$ cat src/rtl/cache_victim_sel.sv
// cache_victim_sel: victim-way selection for the cache refill path.
// On a miss it chooses the lowest free way. If no way is free, it probes
// ways from a pseudo-random base taken from a 5-bit LFSR and skips locked
// ways. The chosen way is offered through a valid/ready handshake and is
// then held until the refill completes.
module cache_victim_sel #(
    parameter int SET_SIZE  = 4,
    parameter int WAY_WIDTH = $clog2(SET_SIZE)
) (
    input  logic                 clk,
    input  logic                 resetn,
    input  logic                 req_valid,
    output logic                 req_ready,
    input  logic [SET_SIZE-1:0]  req_valid_ways,
    input  logic [SET_SIZE-1:0]  req_lock_ways,
    output logic                 victim_valid,
    input  logic                 victim_ready,
    output logic [WAY_WIDTH-1:0] victim_way,
    output logic                 victim_evict,
    output logic                 victim_fail,
    input  logic                 refill_done,
    output logic                 busy
);

    typedef enum logic [1:0] {
        IDLE      = 2'd0,
        PICK      = 2'd1,
        OFFER     = 2'd2,
        WAIT_DONE = 2'd3
    } state_t;

    state_t                state_reg;
    logic [SET_SIZE-1:0]   valid_reg;
    logic [SET_SIZE-1:0]   lock_reg;
    logic [4:0]            lfsr_reg;
    logic [WAY_WIDTH-1:0]  base_reg;
    logic [WAY_WIDTH-1:0]  probe_k_reg;

    logic                  req_ready_reg;
    logic                  victim_valid_reg;
    logic [WAY_WIDTH-1:0]  victim_way_reg;
    logic                  victim_evict_reg;
    logic                  victim_fail_reg;
    logic                  busy_reg;

    logic [SET_SIZE-1:0]   free_ways;
    logic                  any_free;
    logic [WAY_WIDTH-1:0]  lowest_free;
    logic [WAY_WIDTH-1:0]  probe_way;
    logic                  probe_locked;
    logic                  probe_last;
    logic [4:0]            lfsr_next;

    // A way is free when it holds no data and is not locked.
    generate
        for (genvar gi = 0; gi < SET_SIZE; gi++) begin : g_free
            assign free_ways[gi] = ~valid_reg[gi] & ~lock_reg[gi];
        end
    endgenerate

    assign any_free = |free_ways;

    // Priority encoder: scanning downward leaves the lowest free index.
    always_comb begin
        lowest_free = '0;
        for (int i = SET_SIZE - 1; i >= 0; i--) begin
            if (free_ways[i]) begin
                lowest_free = WAY_WIDTH'(i);
            end
        end
    end

    // SET_SIZE is a power of two, so the natural wrap of the adder is mod SET_SIZE.
    assign probe_way    = base_reg + probe_k_reg;
    assign probe_locked = lock_reg[probe_way];
    assign probe_last   = (probe_k_reg == WAY_WIDTH'(SET_SIZE - 1));
    assign lfsr_next    = {lfsr_reg[0], lfsr_reg[4], lfsr_reg[3] ^ lfsr_reg[0], lfsr_reg[2:1]};

    // Controller FSM with registered outputs; the LFSR moves only when a result is consumed.
    always_ff @(posedge clk or negedge resetn) begin
        if (!resetn) begin
            state_reg        <= IDLE;
            valid_reg        <= '0;
            lock_reg         <= '0;
            lfsr_reg         <= 5'h01;
            base_reg         <= '0;
            probe_k_reg      <= '0;
            req_ready_reg    <= 1'b1;
            victim_valid_reg <= 1'b0;
            victim_way_reg   <= '0;
            victim_evict_reg <= 1'b0;
            victim_fail_reg  <= 1'b0;
            busy_reg         <= 1'b0;
        end else begin
            case (state_reg)
                IDLE: begin
                    if (req_valid) begin
                        valid_reg     <= req_valid_ways;
                        lock_reg      <= req_lock_ways;
                        base_reg      <= lfsr_reg[WAY_WIDTH-1:0];
                        probe_k_reg   <= '0;
                        req_ready_reg <= 1'b0;
                        busy_reg      <= 1'b1;
                        state_reg     <= PICK;
                    end
                end
                PICK: begin
                    if (any_free) begin
                        victim_way_reg   <= lowest_free;
                        victim_evict_reg <= 1'b0;
                        victim_fail_reg  <= 1'b0;
                        victim_valid_reg <= 1'b1;
                        state_reg        <= OFFER;
                    end else if (!probe_locked) begin
                        victim_way_reg   <= probe_way;
                        victim_evict_reg <= 1'b1;
                        victim_fail_reg  <= 1'b0;
                        victim_valid_reg <= 1'b1;
                        state_reg        <= OFFER;
                    end else if (probe_last) begin
                        victim_way_reg   <= '0;
                        victim_evict_reg <= 1'b0;
                        victim_fail_reg  <= 1'b1;
                        victim_valid_reg <= 1'b1;
                        state_reg        <= OFFER;
                    end else begin
                        probe_k_reg <= probe_k_reg + WAY_WIDTH'(1);
                    end
                end
                OFFER: begin
                    if (victim_ready) begin
                        victim_valid_reg <= 1'b0;
                        lfsr_reg         <= lfsr_next;
                        if (victim_fail_reg) begin
                            req_ready_reg <= 1'b1;
                            busy_reg      <= 1'b0;
                            state_reg     <= IDLE;
                        end else begin
                            state_reg <= WAIT_DONE;
                        end
                    end
                end
                WAIT_DONE: begin
                    if (refill_done) begin
                        req_ready_reg <= 1'b1;
                        busy_reg      <= 1'b0;
                        state_reg     <= IDLE;
                    end
                end
                default: begin
                    state_reg <= IDLE;
                end
            endcase
        end
    end

    assign req_ready    = req_ready_reg;
    assign victim_valid = victim_valid_reg;
    assign victim_way   = victim_way_reg;
    assign victim_evict = victim_evict_reg;
    assign victim_fail  = victim_fail_reg;
    assign busy         = busy_reg;

endmodule

$ cat config.mk
export PLATFORM = sky130hd
export DESIGN_NAME = cache_victim_sel
export DESIGN_NICKNAME = d
export VERILOG_FILES = /design/src/rtl/cache_victim_sel.sv
export SDC_FILE = /design/constraint.sdc
export NUM_CORES = 1
export LEC_CHECK = 0
export ABC_AREA = 1
export ABC_CLOCK_PERIOD_IN_PS = 1500
export CORE_ASPECT_RATIO = 0.6
export CORE_UTILIZATION = 40
export DETAILED_ROUTE_END_ITERATION = 10
export PLACE_DENSITY = 0.72
export SETUP_SLACK_MARGIN = 0.4
export SYNTH_ARGS = -nofsm -noshare
export SYNTH_HDL_FRONTEND = slang
export SYNTH_SLANG_ARGS = --single-unit
$ cat constraint.sdc
create_clock -name clk -period 1.5 [get_ports clk]
set_clock_uncertainty 0.15 [all_clocks]
set_input_delay 0.3 -clock clk [delete_from_list [all_inputs] [get_ports clk]]
set_output_delay 0.3 -clock clk [all_outputs]
set_load 0.005 [all_outputs]
==> results.cfg, run 1 <==
[run_status]
status = finished, violations left
violations = negative setup slack

[timing]
worst_slack_ns = -0.232
slew_violations = 0
rsz0062_at_grt = yes
finalSetupTns_ns = -2.02
layout_min_cycle_time_ns = 1.73
period_share_pct = 115
fmax_mhz = 577
setup_viol = 12
worstMarginPinSlew_ns = 0.265
maxSlewHeadroom_pct = 82.2
finalHoldViolations = 0

[global_routing]
grt_pass1_wl_um = 6270
grt_start_max_net_pins = 27
grt_pass1_vias = 1319
grt_antenna_before_repair = 0
track_usage_pct = 21.5
grt_overflow_total = 0

[clock_tree]
cts_tree = built
postCtsHoldBufs = 0
cts_htree_levels = 1
clkSinkCount = 26
clk_latency_ns = 0.27
clk_path_buf_depth = 2
cts.clk_slew.worst_paths_ns = 0.09
numCtsBuffers = 3
cts-root-buf = clkbuf_8

[critical_path]
cp-start-kind = register
crit_path_end_kind = register
crit_type = reg2reg
path_max_fanout = 6
worstPathArrival_ns = 1.78
crit_required_ns = 1.55

[finish]
area_growth_syn_to_layout_pct = 55.9
regArea_um2 = 654
fin_area_mm2 = 0.00223
largest_reg_flops = 5
mostFrequentLayoutCells = 26 x buf_4, 23 x dfrtp_1, 21 x nand2_1
final.fill_count = 247
final_util_pct = 66.8
antennaDiodeCount = 0
nets = 236
drive_gt1_share_pct = 51.6
final_common_cell = buf_4
multi_input_area_um2 = 938

[yosys]
synth.avg_cell_area_um2 = 8.84
yosysSeqAreaShare_pct = 45.6
synthDistinctLibCells = 27
ys_ff_latch = 26
synthesis.nets = 182
netlist_area_mm2 = 0.00143
yosysWarnings = 0
syn_inst = 162

[hold_path]
hp-class = in2async

[pwr]
power_mw = 5.53
p_sw_share_pct = 43.6
ir_worst_vdd_uv = 1080
p_int_mw = 3.12
powerDensity_mw_per_mm2 = 2480
clkPwrFrac_pct = 10.6
combPwrFrac_pct = 65.1
pwr-share-seq_pct = 24.3
leakagePower_nw = 1.09
p_sw_mw = 2.41

[placed_design]
port_buffers = 19
gp_congestion = 0.842
dp_hpwl_um = 2640
placed_area_mm2 = 0.00194

[detailed_routing]
dr.first_iter.drc_count = 49
dr_total_vias = 1310
first_pass_iters = 5
remaining_drc_errors = 0
wire_per_inst_um = 14.7
wirelength_um = 3820
viasPerCell = 5.04
ant_nets = 0

[job]
cap_violations = 0

[floorplan]
core_area_mm2 = 0.00334
start_util_pct = 42.8
row_count = 16
fp.dieH_um = 48.3
dieArea_mm2 = 0.00383
io_pins = 20
fp.dieW_um = 79.2
==> power by group through the flow <==
stage | clock [mW] | sequential [mW] | combinational (mW)
2_1_floorplan | 0 | 1.27 | 1.97
3_3_place_gp | 0 | 1.31 | 2.74
3_5_place_dp | 0 | 1.33 | 2.84
4_1_cts | 0.595 | 1.32 | 3.13
5_1_grt | 0.629 | 1.38 | 3.90
6_report | 0.589 | 1.34 | 3.60
==> routing by layer <==
| metal | routed length [um] | GRT usage (%) | vias to the layer above |
|---|---|---|---|
| met1 | 1790 | 28.2 | 644 |
| met4 | 40 | 5.15 | 0 |
| li1 | - | - | 635 |
| met5 | 0 | 0 | - |
| met2 | 1840 | 35.5 | 27 |
| met3 | 151 | 5.47 | 4 |
==> area by class of cell <==
type                       instances  area share, %
clock buffer                       3           1.85
clock inverter                     1           1.35
inverter                          19           3.53
multi-input combinational        115           42.0
sequential                        26           29.3
tap                               45           2.52
timing repair buffer              51           19.4
==> worst max-delay path: stages (launching register included) <==
cell	delay (ns)
dfrtp_1	0.44
ha_4	0.35
nand2_2	0.06
o21ai_2	0.07
inv_1	0.07
nand2_2	0.11
nand4_4	0.14
nand2_4	0.14
nand2_4	0.05
o21ai_2	0.06
==> Yosys cell counts <==
| library cell | count | area [um^2] |
|---|---|---|
| a31oi_1 | 1 | 6.26 |
| nand2_2 | 9 | 56.3 |
| nand4_2 | 1 | 12.5 |
| dfrtp_1 | 24 | 601 |
| nand2_4 | 2 | 22.5 |
| nor4_2 | 1 | 12.5 |
| inv_1 | 16 | 60.1 |
| nand2_1 | 33 | 124 |
| a21oi_1 | 6 | 30.0 |
| mux2_2 | 6 | 67.6 |
| o21a_1 | 2 | 15.0 |
| nand4_1 | 4 | 25.0 |
| o21ai_2 | 2 | 17.5 |
| buf_4 | 1 | 7.51 |
| or2_1 | 3 | 18.8 |
| nor3_1 | 1 | 5.00 |
| inv_2 | 3 | 11.3 |
| buf_2 | 1 | 5.00 |
| nor2_1 | 13 | 48.8 |
| dfstp_2 | 2 | 52.6 |
| nand3_1 | 9 | 45.0 |
| ha_1 | 7 | 87.6 |
| o21ai_1 | 2 | 10.0 |
| xnor2_1 | 1 | 8.76 |
| nand3_2 | 3 | 30.0 |
| o21ai_0 | 8 | 40.0 |
| nor2_4 | 1 | 11.3 |
==> cell families after synthesis <==
kind of cell	count (synthesis)	synth area share, %
and+or+nand+nor	80	28.8
DFF	26	45.6
adders and majority gates	7	6.12
AOI/OAI and AO/OA	21	8.30
buffers and inverters	21	5.86
xor gates and xnor gates	1	0.612
muxes	6	4.72
==> per-stage QoR <==
| stage | hold slack [ns] | worst slack, ns | cells |
|---|---|---|---|
| 4_1_cts | 0.221 | -0.176 | 256 |
| 3_5_place_dp | 0.317 | -0.251 | 243 |
| 3_3_place_gp | 0.320 | -0.200 | 243 |
| 6_report | 0.217 | -0.232 | 260 |
| 5_1_grt | 0.238 | -0.290 | 260 |
| 2_1_floorplan | -0.146 | -0.0756 | 162 |
==> timing repair <==
| action | CTS | global route |
|---|---|---|
| pin swaps | 11 | 13 |
| buffers inserted | 9 | 4 |
| hold endpoints to repair | 0 | 0 |
| resized for setup | 43 | 24 |
| setup endpoints to repair | 33 | 33 |
==> path summary, 6_finish.rpt <==
path | from | endpoint | slack, ns | cells past startpoint
min | resetn | valid_reg[0] | 0.22 | 2
max in group asynchronous | resetn | req_ready | 0.76 | 2
max | base_reg[0] | state_reg[0] | -0.23 | 9
min reg2reg | lfsr_reg[0] | lfsr_reg[0] | 0.36 | 2
max reg2reg | base_reg[0] | state_reg[0] | -0.23 | 9
min in group clk | lfsr_reg[0] | lfsr_reg[0] | 0.36 | 2
Power figures use the tool's default switching activity.
==> run 2: changes to the inputs <==
--- a/config.mk
+++ b/config.mk
@@ -10,6 +10,7 @@
 export CORE_ASPECT_RATIO = 0.6
 export CORE_UTILIZATION = 40
 export DETAILED_ROUTE_END_ITERATION = 10
+export GPL_ROUTABILITY_DRIVEN = 0
 export PLACE_DENSITY = 0.72
 export SETUP_SLACK_MARGIN = 0.4
 export SYNTH_ARGS = -nofsm -noshare
==> results of run 2 <==
The final DEF is identical to that of run 1; final timing and power are the same.
